`src/rtl/pcie_descrambler.sv`:
```
// pcie_descrambler
// ----------------
// Descrambler for a 4-byte-wide 8b/10b symbol stream. It uses a 16-bit Galois
// LFSR (x^16+x^5+x^4+x^3+1). Within one cycle the valid bytes 0..data_len_i are
// walked oldest-first. Each byte does one of the following:
//   - COM (K, COM_SYM)    : passes through, then the LFSR is re-seeded to SEED
//   - SKP (K, SKP_SYM)    : passes through, the LFSR is frozen
//   - other K / TS byte   : passes through, the LFSR advances 8 times
//   - D byte              : XOR with the key bits, the LFSR advances 8 times
// Bytes above data_len_i pass through untouched and do not move the LFSR.
// All outputs are registered, so the latency is one cycle.
//
// Ports
//   clk_i, rst_i          clock, asynchronous active-high reset
//   valid_i               input word present this cycle
//   indata_i[31:0]        scrambled symbols, byte n at [8n+7:8n], byte 0 oldest
//   datak_i[3:0]          per-byte K flag
//   training_sequence_i   per-byte TS1/TS2 flag (byte is never descrambled)
//   data_len_i[1:0]       number of valid bytes minus one
//   descramble_enable_i   0 = data passes through, LFSR rules still apply
//   valid_o               output word valid
//   descrambled_data_o    recovered data, same byte mapping as the input
//   datak_o, data_len_o   registered copies of datak_i / data_len_i
//   locked_o              a COM has been seen since reset (lock FSM state)
//
// Handshake: valid-only. A word is consumed in every cycle where valid_i=1.
// There is no back-pressure. valid_o is valid_i delayed by one cycle. When a
// cycle has no valid word, the data outputs hold their last value.

module pcie_descrambler #(
    parameter logic [15:0] SEED    = 16'hFFFF,
    parameter logic [7:0]  COM_SYM = 8'hBC,
    parameter logic [7:0]  SKP_SYM = 8'h1C
) (
    input  logic        clk_i,
    input  logic        rst_i,
    input  logic        valid_i,
    input  logic [31:0] indata_i,
    input  logic [3:0]  datak_i,
    input  logic [3:0]  training_sequence_i,
    input  logic [1:0]  data_len_i,
    input  logic        descramble_enable_i,
    output logic        valid_o,
    output logic [31:0] descrambled_data_o,
    output logic [3:0]  datak_o,
    output logic [1:0]  data_len_o,
    output logic        locked_o
);

    typedef enum logic {
        UNLOCKED = 1'b0,
        LOCKED   = 1'b1
    } lock_state_t;

    lock_state_t state_q, state_d;

    logic [15:0] lfsr_q;
    logic [15:0] lfsr_d;
    logic [31:0] data_d;
    logic        com_seen;
    logic [7:0]  sym;

    // One Galois advance of x^16+x^5+x^4+x^3+1.
    function automatic logic [15:0] lfsr_step(input logic [15:0] s);
        return {s[14:0], 1'b0} ^ (s[15] ? 16'h0039 : 16'h0000);
    endfunction

    // Serial walk over the word. Each byte sees the LFSR state left by the
    // byte before it, so a COM in the middle re-seeds only the bytes after it.
    always_comb begin
        lfsr_d   = lfsr_q;
        data_d   = indata_i;
        com_seen = 1'b0;
        sym      = 8'h00;
        for (int n = 0; n < 4; n++) begin
            sym = indata_i[8*n +: 8];
            if (2'(n) <= data_len_i) begin
                if (datak_i[n] && (sym == COM_SYM)) begin
                    lfsr_d   = SEED;
                    com_seen = 1'b1;
                end else if (datak_i[n] && (sym == SKP_SYM)) begin
                    lfsr_d = lfsr_d;
                end else if (datak_i[n] || training_sequence_i[n]) begin
                    for (int b = 0; b < 8; b++) begin
                        lfsr_d = lfsr_step(lfsr_d);
                    end
                end else begin
                    // Bit b (LSB first) uses lfsr[15] before the b-th advance.
                    for (int b = 0; b < 8; b++) begin
                        if (descramble_enable_i) begin
                            data_d[8*n + b] = indata_i[8*n + b] ^ lfsr_d[15];
                        end
                        lfsr_d = lfsr_step(lfsr_d);
                    end
                end
            end
        end
    end

    // Lock FSM: state register
    always_ff @(posedge clk_i or posedge rst_i) begin
        if (rst_i) begin
            state_q <= UNLOCKED;
        end else begin
            state_q <= state_d;
        end
    end

    // Lock FSM: next state. LOCKED is sticky until reset.
    always_comb begin
        state_d = state_q;
        case (state_q)
            UNLOCKED: if (valid_i && com_seen) state_d = LOCKED;
            LOCKED:   state_d = LOCKED;
            default:  state_d = UNLOCKED;
        endcase
    end

    // Lock FSM: output
    always_comb begin
        locked_o = (state_q == LOCKED);
    end

    // Datapath registers. The LFSR and the data outputs only move on valid words.
    always_ff @(posedge clk_i or posedge rst_i) begin
        if (rst_i) begin
            lfsr_q             <= SEED;
            valid_o            <= 1'b0;
            descrambled_data_o <= 32'h0;
            datak_o            <= 4'h0;
            data_len_o         <= 2'h0;
        end else begin
            valid_o <= valid_i;
            if (valid_i) begin
                lfsr_q             <= lfsr_d;
                descrambled_data_o <= data_d;
                datak_o            <= datak_i;
                data_len_o         <= data_len_i;
            end
        end
    end

endmodule

```
`config.mk`:
```
export PLATFORM = sky130hd
export DESIGN_NAME = pcie_descrambler
export DESIGN_NICKNAME = d
export VERILOG_FILES = /design/src/rtl/pcie_descrambler.sv
export SDC_FILE = /design/constraint.sdc
export NUM_CORES = 1
export LEC_CHECK = 0
export ABC_AREA = 1
export BUFFER_PORTS_ARGS = -buffer_cell sky130_fd_sc_hd__buf_2
export CORE_AREA = 2 2 130 132
export CTS_CLUSTER_SIZE = 25
export DETAILED_ROUTE_END_ITERATION = 7
export DIE_AREA = 0 0 132 134
export REMOVE_ABC_BUFFERS = 1
export SYNTH_ARGS = -nofsm -noshare
export SYNTH_HDL_FRONTEND = slang
export SYNTH_SLANG_ARGS = --single-unit
```
`constraint.sdc`:
```
create_clock -name clk_i -period 7.33 [get_ports clk_i]
set_input_delay 0.3665 -clock clk_i [delete_from_list [all_inputs] [get_ports clk_i]]
set_output_delay 0.3665 -clock clk_i [all_outputs]
set_load 0.02 [all_outputs]
```
==> results of run 1 <==
[state kept, by name, indices dropped and copies added (netlist names)]
name and count:
descrambled_data_o 32, locked_o 1, datak_o 4, valid_o 1, lfsr_q 16, data_len_o 2
[cell usage in the layout (no fill, tap or decap), types with 2 or more instances in the layout]
cell	Yosys	final
a21oi_2	2	2
dfrtp_1	40	40
clkbuf_16	0	5
inv_1	89	88
nand3_4	6	6
or2_2	2	2
a31oi_1	2	2
nor2_1	53	53
nor4_1	6	6
nand2_1	330	330
nand2_2	19	19
xnor2_1	12	12
o21ai_1	9	9
nor2_2	4	4
nand3_1	93	93
nand4_1	16	16
inv_2	14	16
o21ai_0	44	44
xor2_1	49	49
dfstp_2	16	16
nor3_1	7	7
o21bai_1	2	2
a21oi_1	35	35
buf_4	4	3
nand3_2	8	8
buf_2	10	85
nand2_4	4	4
o21ai_2	2	2
nor2_4	4	4
[per-stage QoR]
stage | worst slack, ns | hold WS, ns | utilization (%) | instances
CTS | 4.02 | 0.269 | 38.9 | 1195
global placement | 3.76 | 0.455 | 38.0 | 1187
floorplan | 4.54 | 0.398 | - | 879
detailed placement | 3.70 | 0.459 | 38.0 | 1187
finish | 3.98 | 0.254 | 38.9 | 1195
global route | 3.69 | 0.300 | 38.9 | 1195
[path summary, 6_finish.rpt]
path	start	to	slack, ns	depth (start not counted)
max	indata_i[1]	lfsr_q[15]	3.98	20
min	rst_i	descrambled_data_o[3]	0.25	3
max reg2reg	lfsr_q[9]	lfsr_q[6]	4.21	20
min reg2reg	locked_o	locked_o	0.47	1
max in group asynchronous	rst_i	descrambled_data_o[21]	6.58	3
min in group clk_i	datak_i[0]	datak_o[0]	0.27	3
[logic make-up after synthesis]
| group | count (synthesis) | share of synthesized area [%] |
|---|---|---|
| AND/OR/NAND/NOR | 556 | 45.5 |
| flip-flops | 56 | 25.3 |
| buffers and inverters | 135 | 9.90 |
| XOR/XNOR | 61 | 9.50 |
| AO/OA/AOI/OAI | 101 | 9.81 |
[per-layer routing]
metal	up-vias	wire [um]	GRT usage, %
li1	3023	-	-
met3	17	810	2.31
met1	2629	8720	29.1
met5	-	0	0
met2	154	7660	32.3
met4	0	273	5.13
[worst register-to-register path, delay by kind of cell (launching register included)]
kind,cells,cell delay [ns]
compound gates,2,0.53
buf+inv,2,0.19
flops,1,0.65
simple gates,16,1.67
[Yosys cell counts, types with 8 or more instances]
cell / number
nand2_1: 330
nand3_1: 93
inv_1: 89
nor2_1: 53
xor2_1: 49
o21ai_0: 44
dfrtp_1: 40
a21oi_1: 35
nand2_2: 19
dfstp_2: 16
nand4_1: 16
inv_2: 14
clkbuf_1: 13
xnor2_1: 12
buf_2: 10
o21ai_1: 9
nand3_2: 8
[final cells by class]
cell class	count	area, um2	share of cell area (%)
Tap cell	220	275	4.35
Sequential cell	56	1420	22.5
Clock inverter	3	22.5	0.356
Clock buffer	5	125	1.98
Multi-Input combinational cell	718	3640	57.6
Inverter	105	394	6.23
Timing Repair Buffer	88	448	7.08
[report_power, final]
part	internal (W)	total (W)	switching, W
Combinational	0.000869	0.00265	0.00178
Clock	0.000129	0.000261	0.000132
Sequential	0.000420	0.000546	0.000127
Total	0.00142	0.00346	0.00204
==> run_results.csv, run 1 <==
group,metric,value,unit
outcome,status,"finished, final reports clean",
synth,synth.largest_area_cell,"nand2_1",
pwr,power,0.00346,W
synth,synth_edf_count,0,
setup_path,start_kind,"input pin",
global_route,grt_overflow,0,
global_route,antenna_found_initial,0,
sta,fmax,0.299,GHz
clocking,cts_tree,"done",
synth,synth_area,0.00562,mm2
setup_path,cp_common_cell,"nand2_1",
global_route,grt_first_pass_wirelength,28700,um
sta,tightest_slew,1.06,ns
clocking,numClockSinks,56,
setup_path,worstPathArrival,3.59,ns
setup_path,cp_slowest_cell,"nand4_4",
routing,vias,5823,
routing,drt_iter0_markers,458,
sta,fin_crit,3.35,ns
routing,drtAntennaViolNets,0,
sta,relSlewSlack,28.6,%
sta,slew_violations,0,
placement,hpwl,13300,um
synth,ys_top_cells_by_area,"nand2_1 22%, dfrtp_1 18%, nand3_1 8.3%",
clocking,postCtsSetupBuffers,0,
global_route,grt_pass1_vias,5458,
synth,ys_warn_count,0,
finish,nets,1020,
synth,synth.ff_latch_count,56,
die,io-pin-count,86,
setup_path,cpLargestDelayFamily,"simple AND/OR/NAND/NOR gates",
global_route,grt_usage,20.2,%
clocking,cts_root_buf,"clkbuf_16",
die,initial_core_util,34.5,%
global_route,grt_start_max_net_pins,57,
clocking,cts_resized,0,
routing,dr.pass1.iters,5,
setup_path,cp-end-kind,"flop",
clocking,insertion_delay,0.32,ns
routing,routed_wl,17500,um
synth,yosysUniqueCellTypes,40,
die,die_area,0.0177,mm2
synth,ys_seq_area_share,25.3,%
placement,routabilityCongestion,0.936,
min_path,hold_class,"input pin to asynchronous set/reset pin",
synth,async_flop_share,100,%
die,placementRows,47,
setup_path,required,7.57,ns
clocking,htreeDepth,2,
clocking,path_clk_slew,0.08,ns
sta,setup-tns-final,0,ns
synth,synth_top_area_share,22.0,%
die,coreArea,0.0163,mm2
setup_path,slowest_delay,0.48,ns
sta,finalSetupViolations,0,
sta,hold_violations,0,
placement,portBuffers,85,
pwr,p_leak,3.35,nW
clocking,cts_buffers,5,
synth,syn_area_per_cell,6.19,um2
pwr,max-vdd-ir-drop,193,uV
synth,synthCells,909,
sta,rsz0062_at_grt,"no",
placement,postPlaceCellArea,0.00618,mm2
routing,routed_via_density,4.87,
clocking,clk_path_buf_depth,2,
setup_path,crit_type,"input pin to flop",
sta,finClkSkew,0.00993,ns
die,die_x,132,um
job,cap_violations,0,
synth,synthFlopType,"dfrtp_1",
sta,timing.final.crit_share,45.7,%
die,chipHeight,134,um
setup_path,worst-path-max-fanout,26,
finish,nFillCells,1817,
routing,wl_per_cell,14.6,um
setup_path,crit_buf_inv,3,
finish,drive_gt1_share,18.8,%
setup_path,path_cells,"buf_2 > inv_1 > nand2_1 > nor2_4 > nand4_4 > nand3_1 > nand4_1 > nand2_1 > nand2_1 > nand3_1 > nand2_1 > nand2_2 > inv_2 > nand2_1 > nand2_1 > nand2_1 > nand3_1 > a21boi_0 > nand2_1 > a22oi_1",
finish,design_area,0.00633,mm2
routing,drc,0,
clocking,cts_hold_buf,0,
finish,area_growth,12.6,%
pwr,powerDensity,547,mW/mm2
finish,antennaDiodeCount,0,
Power figures use the tool's default switching activity.
==> inputs of run 2 (changes only) <==
Clock period 7.33 ns to 3.1 ns, I/O delays scaled along.
==> run 2 against run 1 <==
Net effect: routed wire length increased by 4.5%; sequential share of layout area fell by 1.0 points; clock skew fell by 0.0037 ns; sequential cell count unchanged; total power increased to 2.5 times the previous value; setup slack lost 3.8 ns; final area grew 5.1%; critical path type is now flop to flop; core utilization up 2.0 points; via count increased by 2.6%; non-clock buffer count grew 28; global-route usage is 0.56 points higher; first-iteration DRC count is 15% higher; critical endpoint is now lfsr_q[9].
==> run_results.csv, run 2 (same netlist as run 1, synthesis figures left out) <==
group,metric,value,unit
finish,drive_gt1_share,21.7,%
sta,timing.final.crit_share,95.2,%
routing,routed_wl,18200,um
global_route,grt_first_pass_wirelength,29300,um
setup_path,r2r_slack,0.15,ns
clocking,cts_tree,"done",
die,initial_core_util,34.5,%
clocking,cts_hold_buf,0,
sta,relSlewSlack,16.3,%
sta,slew_violations,0,
clocking,insertion_delay,0.32,ns
clocking,cts_buffers,5,
routing,drt_iter0_markers,528,
setup_path,cp-end-kind,"flop",
clocking,clk_path_buf_depth,2,
sta,fmax,0.339,GHz
sta,tightest_slew,1.24,ns
sta,finalSetupViolations,0,
placement,routabilityCongestion,0.961,
setup_path,required,3.35,ns
pwr,power,0.00872,W
outcome,status,"finished, final reports clean",
placement,postPlaceCellArea,0.00632,mm2
finish,nets,1048,
setup_path,start_kind,"flop",
clocking,htreeDepth,2,
finish,largest_register_ffs,32,
clocking,path_clk_slew,0.08,ns
routing,routed_via_density,4.88,
die,die_area,0.0177,mm2
setup_path,worstPathArrival,3.20,ns
finish,final_cell_mix,"330 x nand2_1, 92 x nand3_1, 87 x inv_1",
pwr,p_leak,3.52,nW
placement,hpwl,14000,um
pwr,powerDensity,1310,mW/mm2
placement,portBuffers,85,
clocking,numClockSinks,56,
die,placementRows,47,
routing,drtAntennaViolNets,0,
finish,antennaDiodeCount,0,
clocking,cts_root_buf,"clkbuf_16",
die,io-pin-count,86,
sta,finClkSkew,0.00624,ns
global_route,grt_start_max_net_pins,44,
setup_path,rr_worst_depth,16,
finish,top_regs,"descrambled_data_o (32), lfsr_q (16), datak_o (4)",
finish,regMostFlops,"descrambled_data_o",
finish,design_area,0.00666,mm2
setup_path,worst-path-max-fanout,7,
global_route,antenna_found_initial,0,
setup_path,timing.rr.start,"lfsr_q[12]",
min_path,hold_class,"input pin to asynchronous set/reset pin",
finish,final_common_cell,"nand2_1",
pwr,max-vdd-ir-drop,470,uV
sta,fin_crit,2.95,ns
finish,area_growth,18.4,%
routing,vias,5973,
sta,setup_ws,0.150,ns
routing,drc,0,
sta,hold_violations,0,
setup_path,crit_type,"flop to flop",
placement,pre_cts_slack,0.116,ns
global_route,grt_usage,20.8,%
job,cap_violations,0,
setup_path,reg2reg_to,"lfsr_q[9]",
routing,wl_per_cell,14.9,um
routing,dr.pass1.iters,5,
die,chipHeight,134,um
die,die_x,132,um
global_route,grt_overflow,0,
global_route,grt_pass1_vias,5416,
die,coreArea,0.0163,mm2
## run 2: cell types whose count changed in the layout (fill, tap and decap cells not counted), moves of 2 or more
cell / change
nand3_4: +3
nand2_4: +2
nand3_2: -2
buf_12: +3
buf_4: +25
nand2_2: -2
o21ai_2: +2
inv_4: +2
## run 2: repair_timing
item,CTS,global route
buffers inserted,0,12
endpoints found under the hold margin,0,0
endpoints found under the setup margin,0,14
resized for setup,0,16
## run 2: metrics by stage
| step | utilization [%] | cells | hold slack (ns) | setup TNS [ns] |
|---|---|---|---|---|
| after global routing | 40.9 | 1223 | 0.104 | -0.0491 |
| after detailed placement | 38.8 | 1203 | 0.392 | 0 |
| after floorplan | - | 879 | 0.186 | 0 |
| after global placement | 38.8 | 1203 | 0.390 | 0 |
| after CTS | 39.7 | 1211 | 0.0630 | 0 |
| final | 40.9 | 1223 | 0.0511 | 0 |
## run 2: area by class of cell
type / instances / area, um2
Sequential cell: 56 / 1430
Clock inverter: 3 / 23.8
Tap cell: 220 / 275
Inverter: 105 / 397
Timing Repair Buffer: 116 / 696
Multi-Input combinational cell: 718 / 3710
Clock buffer: 5 / 125
Fill cell: 1821 / 9630
## run 2: per-layer routing
| layer | wire (um) | global-route usage (%) | share of wire (%) |
|---|---|---|---|
| met1 | 8840 | 30.0 | 48 |
| met2 | 8170 | 32.5 | 45 |
| met3 | 862 | 2.65 | 4.7 |
| met4 | 373 | 6.16 | 2.0 |
| met5 | 0 | 0 | 0 |
## run 2: power breakdown
| part | switching, W | internal, W |
|---|---|---|
| clock network | 0.000327 | 0.000308 |
| registers | 0.000215 | 0.000993 |
| logic | 0.00452 | 0.00235 |
| total | 0.00506 | 0.00365 |
## run 2: how the worst max path moves through the flow
| stage | from | end | slack, ns | cells past startpoint |
|---|---|---|---|---|
| after floorplan | indata_i[1] | descrambled_data_o[31] | 0.52 | 18 |
| after global placement | lfsr_q[9] | lfsr_q[4] | 0.16 | 20 |
| after detailed placement | indata_i[1] | lfsr_q[15] | 0.12 | 23 |
| after CTS | lfsr_q[9] | lfsr_q[4] | 0.11 | 20 |
| after global routing | lfsr_q[9] | lfsr_q[4] | -0.03 | 20 |
| final | lfsr_q[12] | lfsr_q[9] | 0.15 | 16 |
## run 2: critical path, cell delays in order, from the launching register on
cell      delay [ns]
dfstp_4         0.67
buf_4           0.15
buf_4           0.12
nand4_1         0.16
nand3_4         0.16
inv_2           0.07
nand2_1         0.06
nand2_1         0.07
nand2_1         0.07
nand3_1         0.10
nand2_1         0.13
nand2_2         0.10
o21ai_1         0.37
xor2_1          0.27
o21bai_1        0.15
nand3_1         0.09
a21oi_1         0.14
==> inputs of run 3 (changes only) <==
Clock period 3.1 ns to 3.4 ns, I/O delays scaled along.
==> run 3 against run 2 <==
Net effect: sequential cell count is the same; first-iteration DRC count fell by 4.4%; critical endpoint is now lfsr_q[10]; cell count decreased by 1.3%.
==> run_results.csv, run 3 (same netlist as run 1, synthesis figures left out) <==
group,metric,value,unit
finish,area_growth,14.3,%
sta,finClkSkew,0.00390,ns
clocking,htreeDepth,2,
die,die_area,0.0177,mm2
global_route,grt_pass1_vias,5532,
sta,slew_violations,0,
die,io-pin-count,86,
setup_path,slowest_delay,0.65,ns
global_route,grt_overflow,0,
global_route,met3_usage,2.87,%
clocking,cts_tree,"done",
placement,portBuffers,85,
finish,drive_gt1_share,19.7,%
placement,routabilityCongestion,0.960,
global_route,antenna_found_initial,0,
sta,rsz0062_at_grt,"no",
routing,routed_wl,17900,um
global_route,grt_start_max_net_pins,38,
die,chipHeight,134,um
global_route,grt_first_pass_wirelength,29000,um
setup_path,worstPathArrival,3.19,ns
routing,drc,0,
min_path,hold_class,"input pin to flop",
finish,final_cell_mix,"330 x nand2_1, 93 x nand3_1, 88 x inv_1",
setup_path,cpLargestDelayFamily,"simple AND/OR/NAND/NOR gates",
clocking,numClockSinks,56,
finish,regMostFlops,"descrambled_data_o",
global_route,met2_usage,32.1,%
clocking,insertion_delay,0.31,ns
die,die_x,132,um
pwr,power,0.00755,W
sta,setup-tns-final,0,ns
global_route,gr-max-usage-layer,"met2",
pwr,max-vdd-ir-drop,383,uV
min_path,hold_start,"datak_i[0]",
routing,wl_per_cell,14.8,um
global_route,grtUsageMet1,28.8,%
setup_path,crit_start,"lfsr_q[14]",
routing,dr.pass1.iters,5,
sta,timing.final.crit_share,86.8,%
clocking,path_clk_slew,0.08,ns
finish,final_common_cell,"nand2_1",
setup_path,worst-path-max-fanout,8,
clocking,postCtsSetupBuffers,0,
die,coreArea,0.0163,mm2
outcome,status,"finished, final reports clean",
clocking,clk_path_buf_depth,2,
global_route,grt_usage,20.5,%
sta,hold_violations,0,
routing,drtAntennaViolNets,0,
sta,tightest_slew,0.902,ns
routing,vias,6049,
setup_path,cp-end-kind,"flop",
clocking,cts_buffers,5,
pwr,powerDensity,1170,mW/mm2
pwr,p_leak,3.41,nW
setup_path,start_kind,"flop",
job,cap_violations,0,
setup_path,cp_common_cell,"nand2_1",
finish,top_regs,"descrambled_data_o (32), lfsr_q (16), datak_o (4)",
routing,drt_iter0_markers,505,
placement,hpwl,13800,um
finish,largest_register_ffs,32,
finish,antennaDiodeCount,0,
setup_path,crit_buf_inv,1,
setup_path,cp_slowest_cell,"dfstp_2",
setup_path,crit_type,"flop to flop",
finish,nets,1032,
sta,fin_crit,2.95,ns
sta,whs,0.0921,ns
clocking,cts_root_buf,"clkbuf_16",
setup_path,path_cells,"inv_1 > nand2_1 > nand2_1 > xnor2_1 > nand2_4 > nand3_4 > nor2_1 > o21ai_0 > nand3_1 > nand2_1 > nand3_1 > nand2_2 > xor2_1 > nand2_1 > nand2_1 > nand2_1 > nand2_1 > nand2_1 > o21ai_0",
die,initial_core_util,34.5,%
setup_path,timing.rr.start,"lfsr_q[14]",
routing,routed_via_density,5.01,
die,placementRows,47,
setup_path,required,3.64,ns
sta,fmax,0.339,GHz
sta,finalSetupViolations,0,
sta,relSlewSlack,39.4,%
[run 3: layer usage]
| layer | wire length, um | part of all wire, % |
|---|---|---|
| met1 | 8510 | 48 |
| met3 | 1040 | 5.8 |
| met2 | 7870 | 44 |
| met4 | 481 | 2.7 |
| met5 | 0 | 0 |
[run 3: worst register-to-register path: stages (launching register included)]
cell,delay [ns]
dfstp_2,0.65
inv_1,0.08
nand2_1,0.06
nand2_1,0.10
xnor2_1,0.25
nand2_4,0.12
nand3_4,0.14
nor2_1,0.08
o21ai_0,0.19
nand3_1,0.14
nand2_1,0.11
nand3_1,0.09
nand2_2,0.19
xor2_1,0.24
nand2_1,0.07
nand2_1,0.10
nand2_1,0.06
nand2_1,0.07
nand2_1,0.07
o21ai_0,0.08
[run 3: power breakdown]
group | total [W] | switching (W) | internal [W]
logic | 0.00580 | 0.00391 | 0.00189
clock network | 0.000572 | 0.000275 | 0.000296
registers | 0.00118 | 0.000276 | 0.000905
total | 0.00755 | 0.00446 | 0.00309
[run 3: worst paths after layout]
check                             endpoint  slack [ns]  cells after the start
worst max-delay path            lfsr_q[10]        0.45                     19
worst min-delay path            datak_o[0]        0.09                      3
worst max register to register  lfsr_q[10]        0.45                     19
worst min register to register    locked_o        0.47                      1
max in group asynchronous        lfsr_q[4]        2.05                      4
min in group asynchronous          valid_o        0.48                      3
[run 3: through the flow]
stage / std cells / utilization (%) / setup slack (ns) / instance area, um2
after floorplan: 879 / - / 0.807 / 5460
after global placement: 1198 / 38.5 / 0.336 / 6270
after detailed placement: 1198 / 38.5 / 0.322 / 6270
after CTS: 1207 / 39.5 / 0.480 / 6430
after global routing: 1207 / 39.5 / 0.141 / 6430
final: 1207 / 39.5 / 0.448 / 6430
[run 3: layout make-up]
cell class | count | area [um2]
Clock inverter | 2 | 13.8
Sequential cell | 56 | 1420
Fill cell | 1855 | 9860
Inverter | 105 | 394
Multi-Input combinational cell | 718 | 3640
Tap cell | 220 | 275
Clock buffer | 6 | 139
Timing Repair Buffer | 100 | 541
[run 3: timing repair]
action | in CTS | in global routing
endpoints found under the hold margin | 25 | 0
gates resized for setup | 0 | 0
hold buffers | 1 | 0
